`src/rtl/rgb_frame_capture_if.sv`:
```
// rtl/rgb_frame_capture_if.sv - camera byte stream and pixel output bundle for rgb_frame_capture
interface rgb_frame_capture_if;
    logic        start;
    logic        abort;
    logic        camera_en;
    logic        data_valid;
    logic [7:0]  data_in;
    logic        pix_valid;
    logic [23:0] pix_rgb;
    logic [15:0] pix_x;
    logic [15:0] pix_y;
    logic [7:0]  pix_gray;
    logic        frame_done;
    logic        busy;

    modport master (
        output start, abort, data_valid, data_in,
        input  camera_en, pix_valid, pix_rgb, pix_x, pix_y, pix_gray, frame_done, busy
    );

    modport slave (
        input  start, abort, data_valid, data_in,
        output camera_en, pix_valid, pix_rgb, pix_x, pix_y, pix_gray, frame_done, busy
    );
endinterface

```
`src/rtl/rgb_frame_capture.sv`:
```
// rtl/rgb_frame_capture.sv - captures one R,G,B interleaved frame into tagged 24-bit pixels
// Optional luma output enabled by defining RGB_CAPTURE_GRAY_EN.
module rgb_frame_capture #(
    parameter int N = 450,
    parameter int M = 450
) (
    input  logic              clk,
    input  logic              rst,
    rgb_frame_capture_if.slave bus
);
    localparam logic [1:0] IDLE    = 2'd0;
    localparam logic [1:0] CAPTURE = 2'd1;
    localparam logic [1:0] DRAIN   = 2'd2;

    localparam logic [15:0] X_LAST = 16'(N - 1);
    localparam logic [15:0] Y_LAST = 16'(M - 1);

    logic [1:0]  state;
    logic [1:0]  phase;
    logic [7:0]  r_q;
    logic [7:0]  g_q;
    logic [15:0] x;
    logic [15:0] y;
    logic        pix_valid_q;
    logic [23:0] pix_rgb_q;
    logic [15:0] pix_x_q;
    logic [15:0] pix_y_q;
    logic [7:0]  pix_gray_q;
    logic        frame_done_q;
    logic [7:0]  gray_next;

`ifdef RGB_CAPTURE_GRAY_EN
    // Coefficients sum to 256, so the worst case (all 0xFF) is 0xFF00 and fits 16 bits.
    logic [15:0] luma;
    assign luma = 16'd77  * {8'd0, r_q}
                + 16'd150 * {8'd0, g_q}
                + 16'd29  * {8'd0, bus.data_in};
    assign gray_next = luma[15:8];
`else
    assign gray_next = 8'd0;
`endif

    always_ff @(posedge clk) begin
        if (rst) begin
            state        <= IDLE;
            phase        <= 2'd0;
            r_q          <= 8'd0;
            g_q          <= 8'd0;
            x            <= 16'd0;
            y            <= 16'd0;
            pix_valid_q  <= 1'b0;
            pix_rgb_q    <= 24'd0;
            pix_x_q      <= 16'd0;
            pix_y_q      <= 16'd0;
            pix_gray_q   <= 8'd0;
            frame_done_q <= 1'b0;
        end else begin
            pix_valid_q  <= 1'b0;
            frame_done_q <= 1'b0;
            case (state)
                IDLE: begin
                    if (bus.start) begin
                        state <= CAPTURE;
                        phase <= 2'd0;
                        x     <= 16'd0;
                        y     <= 16'd0;
                    end
                end
                CAPTURE: begin
                    // Abort takes precedence over a byte arriving in the same cycle.
                    if (bus.abort) begin
                        state <= DRAIN;
                        phase <= 2'd0;
                    end else if (bus.data_valid) begin
                        case (phase)
                            2'd0: begin
                                r_q   <= bus.data_in;
                                phase <= 2'd1;
                            end
                            2'd1: begin
                                g_q   <= bus.data_in;
                                phase <= 2'd2;
                            end
                            default: begin
                                phase       <= 2'd0;
                                pix_valid_q <= 1'b1;
                                pix_rgb_q   <= {r_q, g_q, bus.data_in};
                                pix_x_q     <= x;
                                pix_y_q     <= y;
                                pix_gray_q  <= gray_next;
                                if (x == X_LAST && y == Y_LAST) begin
                                    frame_done_q <= 1'b1;
                                    state        <= DRAIN;
                                end
                                if (x == X_LAST) begin
                                    x <= 16'd0;
                                    y <= y + 16'd1;
                                end else begin
                                    x <= x + 16'd1;
                                end
                            end
                        endcase
                    end
                end
                DRAIN:   state <= IDLE;
                default: state <= IDLE;
            endcase
        end
    end

    assign bus.camera_en  = (state == CAPTURE);
    assign bus.busy       = (state != IDLE);
    assign bus.pix_valid  = pix_valid_q;
    assign bus.pix_rgb    = pix_rgb_q;
    assign bus.pix_x      = pix_x_q;
    assign bus.pix_y      = pix_y_q;
    assign bus.pix_gray   = pix_gray_q;
    assign bus.frame_done = frame_done_q;
endmodule

```
`src/flat_wrapper.sv`:
```
// flat-port wrapper written by rule: the top's interface ports become plain ports
module rgb_frame_capture_flat 
#(
    parameter int N = 450,
    parameter int M = 450
)
  (clk, rst, bus_start, bus_abort, bus_data_valid, bus_data_in, bus_camera_en, bus_pix_valid, bus_pix_rgb, bus_pix_x, bus_pix_y, bus_pix_gray, bus_frame_done, bus_busy);
  rgb_frame_capture_if bus_i ();
  input  logic clk;
  input  logic rst;
  input wire logic [$bits(bus_i.start)-1:0] bus_start;
  input wire logic [$bits(bus_i.abort)-1:0] bus_abort;
  input wire logic [$bits(bus_i.data_valid)-1:0] bus_data_valid;
  input wire logic [$bits(bus_i.data_in)-1:0] bus_data_in;
  output wire logic [$bits(bus_i.camera_en)-1:0] bus_camera_en;
  output wire logic [$bits(bus_i.pix_valid)-1:0] bus_pix_valid;
  output wire logic [$bits(bus_i.pix_rgb)-1:0] bus_pix_rgb;
  output wire logic [$bits(bus_i.pix_x)-1:0] bus_pix_x;
  output wire logic [$bits(bus_i.pix_y)-1:0] bus_pix_y;
  output wire logic [$bits(bus_i.pix_gray)-1:0] bus_pix_gray;
  output wire logic [$bits(bus_i.frame_done)-1:0] bus_frame_done;
  output wire logic [$bits(bus_i.busy)-1:0] bus_busy;
  assign bus_i.start = bus_start;
  assign bus_i.abort = bus_abort;
  assign bus_i.data_valid = bus_data_valid;
  assign bus_i.data_in = bus_data_in;
  assign bus_camera_en = bus_i.camera_en;
  assign bus_pix_valid = bus_i.pix_valid;
  assign bus_pix_rgb = bus_i.pix_rgb;
  assign bus_pix_x = bus_i.pix_x;
  assign bus_pix_y = bus_i.pix_y;
  assign bus_pix_gray = bus_i.pix_gray;
  assign bus_frame_done = bus_i.frame_done;
  assign bus_busy = bus_i.busy;
  rgb_frame_capture #(.N(N), .M(M)) u_core (.clk(clk), .rst(rst), .bus(bus_i));
endmodule
```
`config.mk`:
```
export PLATFORM = sky130hd
export DESIGN_NAME = rgb_frame_capture_flat
export DESIGN_NICKNAME = d
export VERILOG_FILES = /design/src/rtl/rgb_frame_capture_if.sv /design/src/rtl/rgb_frame_capture.sv /design/src/flat_wrapper.sv
export SDC_FILE = /design/constraint.sdc
export NUM_CORES = 1
export LEC_CHECK = 0
export ABC_CLOCK_PERIOD_IN_PS = 2600
export CORE_UTILIZATION = 63
export CTS_CLUSTER_DIAMETER = 30
export DETAILED_ROUTE_END_ITERATION = 8
export DONT_BUFFER_PORTS = 1
export HOLD_SLACK_MARGIN = 0.02
export PLACE_DENSITY_LB_ADDON = 0.08
export SYNTH_ARGS = -nofsm -noshare
export SYNTH_HDL_FRONTEND = slang
export SYNTH_SLANG_ARGS = --single-unit
```
`constraint.sdc`:
```
create_clock -name clk -period 2.6 [get_ports clk]
set_input_delay 0.13 -clock clk [delete_from_list [all_inputs] [get_ports clk]]
set_output_delay 0.13 -clock clk [all_outputs]
set_load 0.02 [all_outputs]
```
==> Word level (Yosys, flattened, before mapping) <==
Index checks and enable logic that the tools add are counted.
{ "totals": {"register_bits": 110, "latchBits": 0, "ram_bits": 0, "romBits": 0, "wordCells": 68, "mem_count": 0} }
{ "op_classes": {"n_addsub": 2, "n_mul": 0, "div_mod_pow": 0, "n_lt_le_gt_ge": 0, "n_eq_ne": 12, "n_shift": 0, "muxes": 24, "bitwise": 4, "reduce_logical": 15} }
{ "op_table": {"columns": ["cell", "count"], "rows": [
  ["$mux W16", 9],
  ["$pmux W16 S2", 2],
  ["$add A16 B1 Y16 const B", 2],
  ["$eq A16 B9 Y1 const B", 2],
  ["$mux W2", 8],
  ["$reduce_and A4 Y1", 4],
  ["$pmux W2 S2", 3],
  ["$ne A2 B2 Y1 const B", 4],
  ["$ne A3 B3 Y1 const B", 2],
  ["$reduce_and A6 Y1", 1],
  ["$reduce_or A6 Y1", 1],
  ["$reduce_and A5 Y1", 1],
  ["$eq A2 B1 Y1 const B", 2],
  ["$logic_not A2 Y1", 2],
  ["$not A1 Y1", 4],
  ["$reduce_bool A2 Y1", 2],
  ["$reduce_or A4 Y1", 1],
  ["$ne A3 B2 Y1 const B", 1],
  ["$reduce_and A3 Y1", 1],
  ["$mux W1", 2],
  ["$ne A2 B1 Y1 const B", 1],
  ["$reduce_or A2 Y1", 1],
  ["$logic_and A1 B1 Y1", 1]
]} }

==> Longest topological paths before layout <==
{ "depth": {"depth_word": 7, "depth_mapped": 8} }

==> Worst setup path before layout <==
Ideal clock, no wire load.
{ "synth_timing": {"kind": "reg-to-reg", "start": "register u_core.x[0]", "end": "register u_core.y[7]", "setup_time_ns": 0.134, "arrival_ns": 1.775, "slack_ns": 0.691, "stages_incl_launch_ff": 8, "path_buffers": 2, "path_cell_list": "dfxtp_1 > ha_1 > nor4b_2 > a41oi_1 > buf_2 > buf_2 > o311ai_1 > o211ai_1"} }
{ "synth_between": {"elab_chain_cells": 3} }
{ "synth_rtl": {"columns": ["element", "line", "rtl"], "rows": [
  ["start: declaration", "rgb_frame_capture.sv:22", "logic [15:0] x;"],
  ["start signal: assignment", "rgb_frame_capture.sv:99", "x <= x + 16'd1;"],
  ["$eq A16 B9 Y1", "rgb_frame_capture.sv:95", "if (x == X_LAST) begin"],
  ["$ne A2 B1 Y1 (no source line)", null, null],
  ["$reduce_and A6 Y1 (no source line)", null, null],
  ["end signal: assignment", "rgb_frame_capture.sv:97", "y <= y + 16'd1;"],
  ["end: declaration", "rgb_frame_capture.sv:23", "logic [15:0] y;"]
]} }
No other way between the ends.
A chain may end at the register's enable or synchronous reset.

==> Final worst setup path <==
{ "layout_timing": {"start": "register u_core.x[14]", "end": "register u_core.y[4]"} }
Same word-level chain as after synthesis.

==> reports/metrics.cfg <==
[run_status]
status=finished clean

[sta]
slew_viol_final=0
rsz0062_at_grt=no
setup_ws_ps=421
fin_skew_ps=21.3
worst-slew-pin-transition_ps=681
fin_crit_sh=0.838
finalSetupViolCount=0
finalHoldViolCount=0
tns_ps=0
slew_headroom=0.546
max_freq_mhz=459
fin_crit_ps=2180

[critical_path]
cpLargestDelayFamily=simple AND/OR/NAND/NOR gates
cp_max_fo=21
slowest_delay_ps=600
slowest_stage=nor4_1
worstSetupStartpointType=flop
crit_chain=nor4_1 -> a41oi_2 -> buf_4 -> or4_1 -> a21oi_1
crit_start=u_core.x[14]$_SDFFE_PP0P_
reg2reg_from=u_core.x[14]$_SDFFE_PP0P_
endpoint_kind=flop
crit_buf_inv=1
worstPathArrival_ps=2470
crit_required_ps=2890
worstSetupPathType=reg2reg

[grt]
grt_max_degree=99
grt_overflow=0
grt.total_usage=0.294
grt_pass1_vias=3626
grt_pass1_wl_mm=17.9
grt_antenna_before_repair=0

[die]
row_count=31
initial_utilization=0.653
die_w_um=88.7
die-area_um2=7870
io_pins=81
die_h_um=88.7
core-area_um2=7250

[final_layout]
nNetsFinal=578
area_growth_pct=6.97
drive_gt1_frac=0.0724
n_antenna_cell=0
fillerInstances=610

[min_path]
hp-class=in2reg
min-delay-start=rst

[detailed_routing]
vias=4142
antenna_left=0
drc=0
routed_wl_mm=11.3
wl_per_cell_um=17.0
viasPerCell=6.23
drtIter0Drc=241
dr.pass1.iters=5

[power]
p_switching_mw=0.751
p_per_area_nw_per_um2=571
seq_power_share=0.586
switching_share=0.260
p_leak_nw=1.71
power_frac_comb=0.061
vdd_drop_max_v=0.000343
intPower_mw=2.14
clkPwrFrac=0.353

[place]
post-place-ws_ps=470
gp_congestion=0.879
port_buffers=0
place_hpwl_mm=7.38

[clock_network]
clkTransAtPathRegs_ps=110
root_buffer=clkbuf_8
cts_tree=yes
numClockSinks=110
ctsResizeCount=0
cts-htree-levels=3
clockBufferDepth=2
clk_latency_ps=380
cts_inserted_buffers=9

[synthesis]
synth_edf_count=0
ys.flop_type=dfxtp_1
ys_seq_elements=110
yosysTopAreaCell=dfxtp_1
synth.top_cell.area_share=0.465
synth.most_common_cell=nand2_1
synthTopCellsByCount=134 x nand2_1, 110 x dfxtp_1, 75 x a21oi_1
ys_async_sr_fraction=0
ys_types=56
avgSynthCellArea_um2=8.26
syn-cell-area_um2=4740
ys_warn_count=0
syn_inst=574
synth_area_leaders=dfxtp_1 46%, nand2_1 11%, a21oi_1 7.9%
yosysSeqAreaShare=0.465

[job]
maxCapViolCount=0

[routing by layer]
metal	part of all wire	GRT usage
met1	0.43	0.389
met2	0.47	0.462
met3	0.068	0.0718
met4	0.026	0.122
met5	0	0
[layout make-up]
cell class,count,area (µm²),area share
clock buffer,10,138,0.0271
clock inverter,6,61.3,0.0121
inverter,8,30.0,0.00592
multi-input combinational,412,2310,0.456
sequential,110,2200,0.434
tap,99,124,0.0244
timing repair buffer,20,205,0.0405
[power by group through the flow]
stage          sequential [mW]  clock (mW)  combinational (mW)
4_1_cts                   1.70        1.03               0.173
5_1_grt                   1.70        1.09               0.189
6_report                  1.70        1.02               0.176
2_1_floorplan             1.73           0               0.124
3_3_place_gp              1.74           0               0.127
3_5_place_dp              1.74           0               0.128
[through the flow]
| stage | total power, mW | cell area [µm²] | utilization | hold slack, ps | cells |
|---|---|---|---|---|---|
| global placement | 1.86 | 4750 | 0.655 | 206 | 639 |
| global route | 2.97 | 5070 | 0.699 | 26.5 | 665 |
| detailed placement | 1.86 | 4750 | 0.655 | 209 | 639 |
| CTS | 2.90 | 5070 | 0.699 | 20.4 | 665 |
| finish | 2.89 | 5070 | 0.699 | 35.4 | 665 |
| floorplan | 1.86 | 4770 | - | 266 | 581 |
[what timing repair did]
item,4_1_cts,5_1_grt
hold buffers,10,0
endpoints found under the hold margin,98,0
setup buffers,0,0
[cell usage in the layout, fill, tap and decap left out, types with 4 or more instances in the layout]
| cell | instances |
|---|---|
| a21oi_1 | 75 |
| and3_1 | 5 |
| and4_1 | 5 |
| buf_4 | 9 |
| clkbuf_8 | 10 |
| conb_1 | 8 |
| dfxtp_1 | 110 |
| dlygate4sd3_1 | 9 |
| ha_1 | 4 |
| inv_1 | 7 |
| mux2i_1 | 22 |
| nand2_1 | 133 |
| nand3_1 | 17 |
| nand4_1 | 7 |
| nand4b_1 | 7 |
| nor2_1 | 27 |
| nor4_1 | 12 |
| o21ai_0 | 8 |
| o31ai_1 | 5 |
| or3_1 | 8 |
| or4_1 | 12 |
[cell families (layout without fill, tap and decap cells)]
kind of cell,Yosys count,count (layout),share of synthesized area
buffers and inverters,59,44,0.0586
multiplexers,22,22,0.0465
other,1,8,0.000791
AO/OA/AOI/OAI,115,115,0.142
adder cells (fa/ha/maj),4,4,0.0106
AND/OR/NAND/NOR,261,261,0.273
XOR/XNOR,2,2,0.00370
flip-flops,110,110,0.465
[flip-flops by register name, indices dropped and copies added (netlist names)]
register and cells:
u_core.bus.frame_done 1, u_core.bus.pix_rgb 24, u_core.bus.pix_valid 1, u_core.bus.pix_x 16, u_core.bus.pix_y 16, u_core.g_q 8
u_core.phase 2, u_core.r_q 8, u_core.state 2, u_core.x 16, u_core.y 16
[path summary, 6_finish.rpt]
| check | endpoint | slack (ps) | cells past startpoint |
|---|---|---|---|
| max | u_core.y[4]$_SDFFE_PP0P_ | 420 | 5 |
| min | u_core.y[7]$_SDFFE_PP0P_ | 40 | 3 |
| max reg2reg | u_core.y[4]$_SDFFE_PP0P_ | 420 | 5 |
| min reg2reg | u_core.bus.pix_rgb[10]$_SDFFE_PP0P_ | 450 | 2 |
[worst register-to-register path: cells and delay by family, from the launching register on]
| kind | cells | cell delay [ps] |
|---|---|---|
| and+or+nand+nor | 2 | 1090 |
| DFF | 1 | 380 |
| buffers and inverters | 1 | 260 |
| AOI/OAI and AO/OA | 2 | 380 |
No activity file was read; power rests on OpenSTA's default activity.
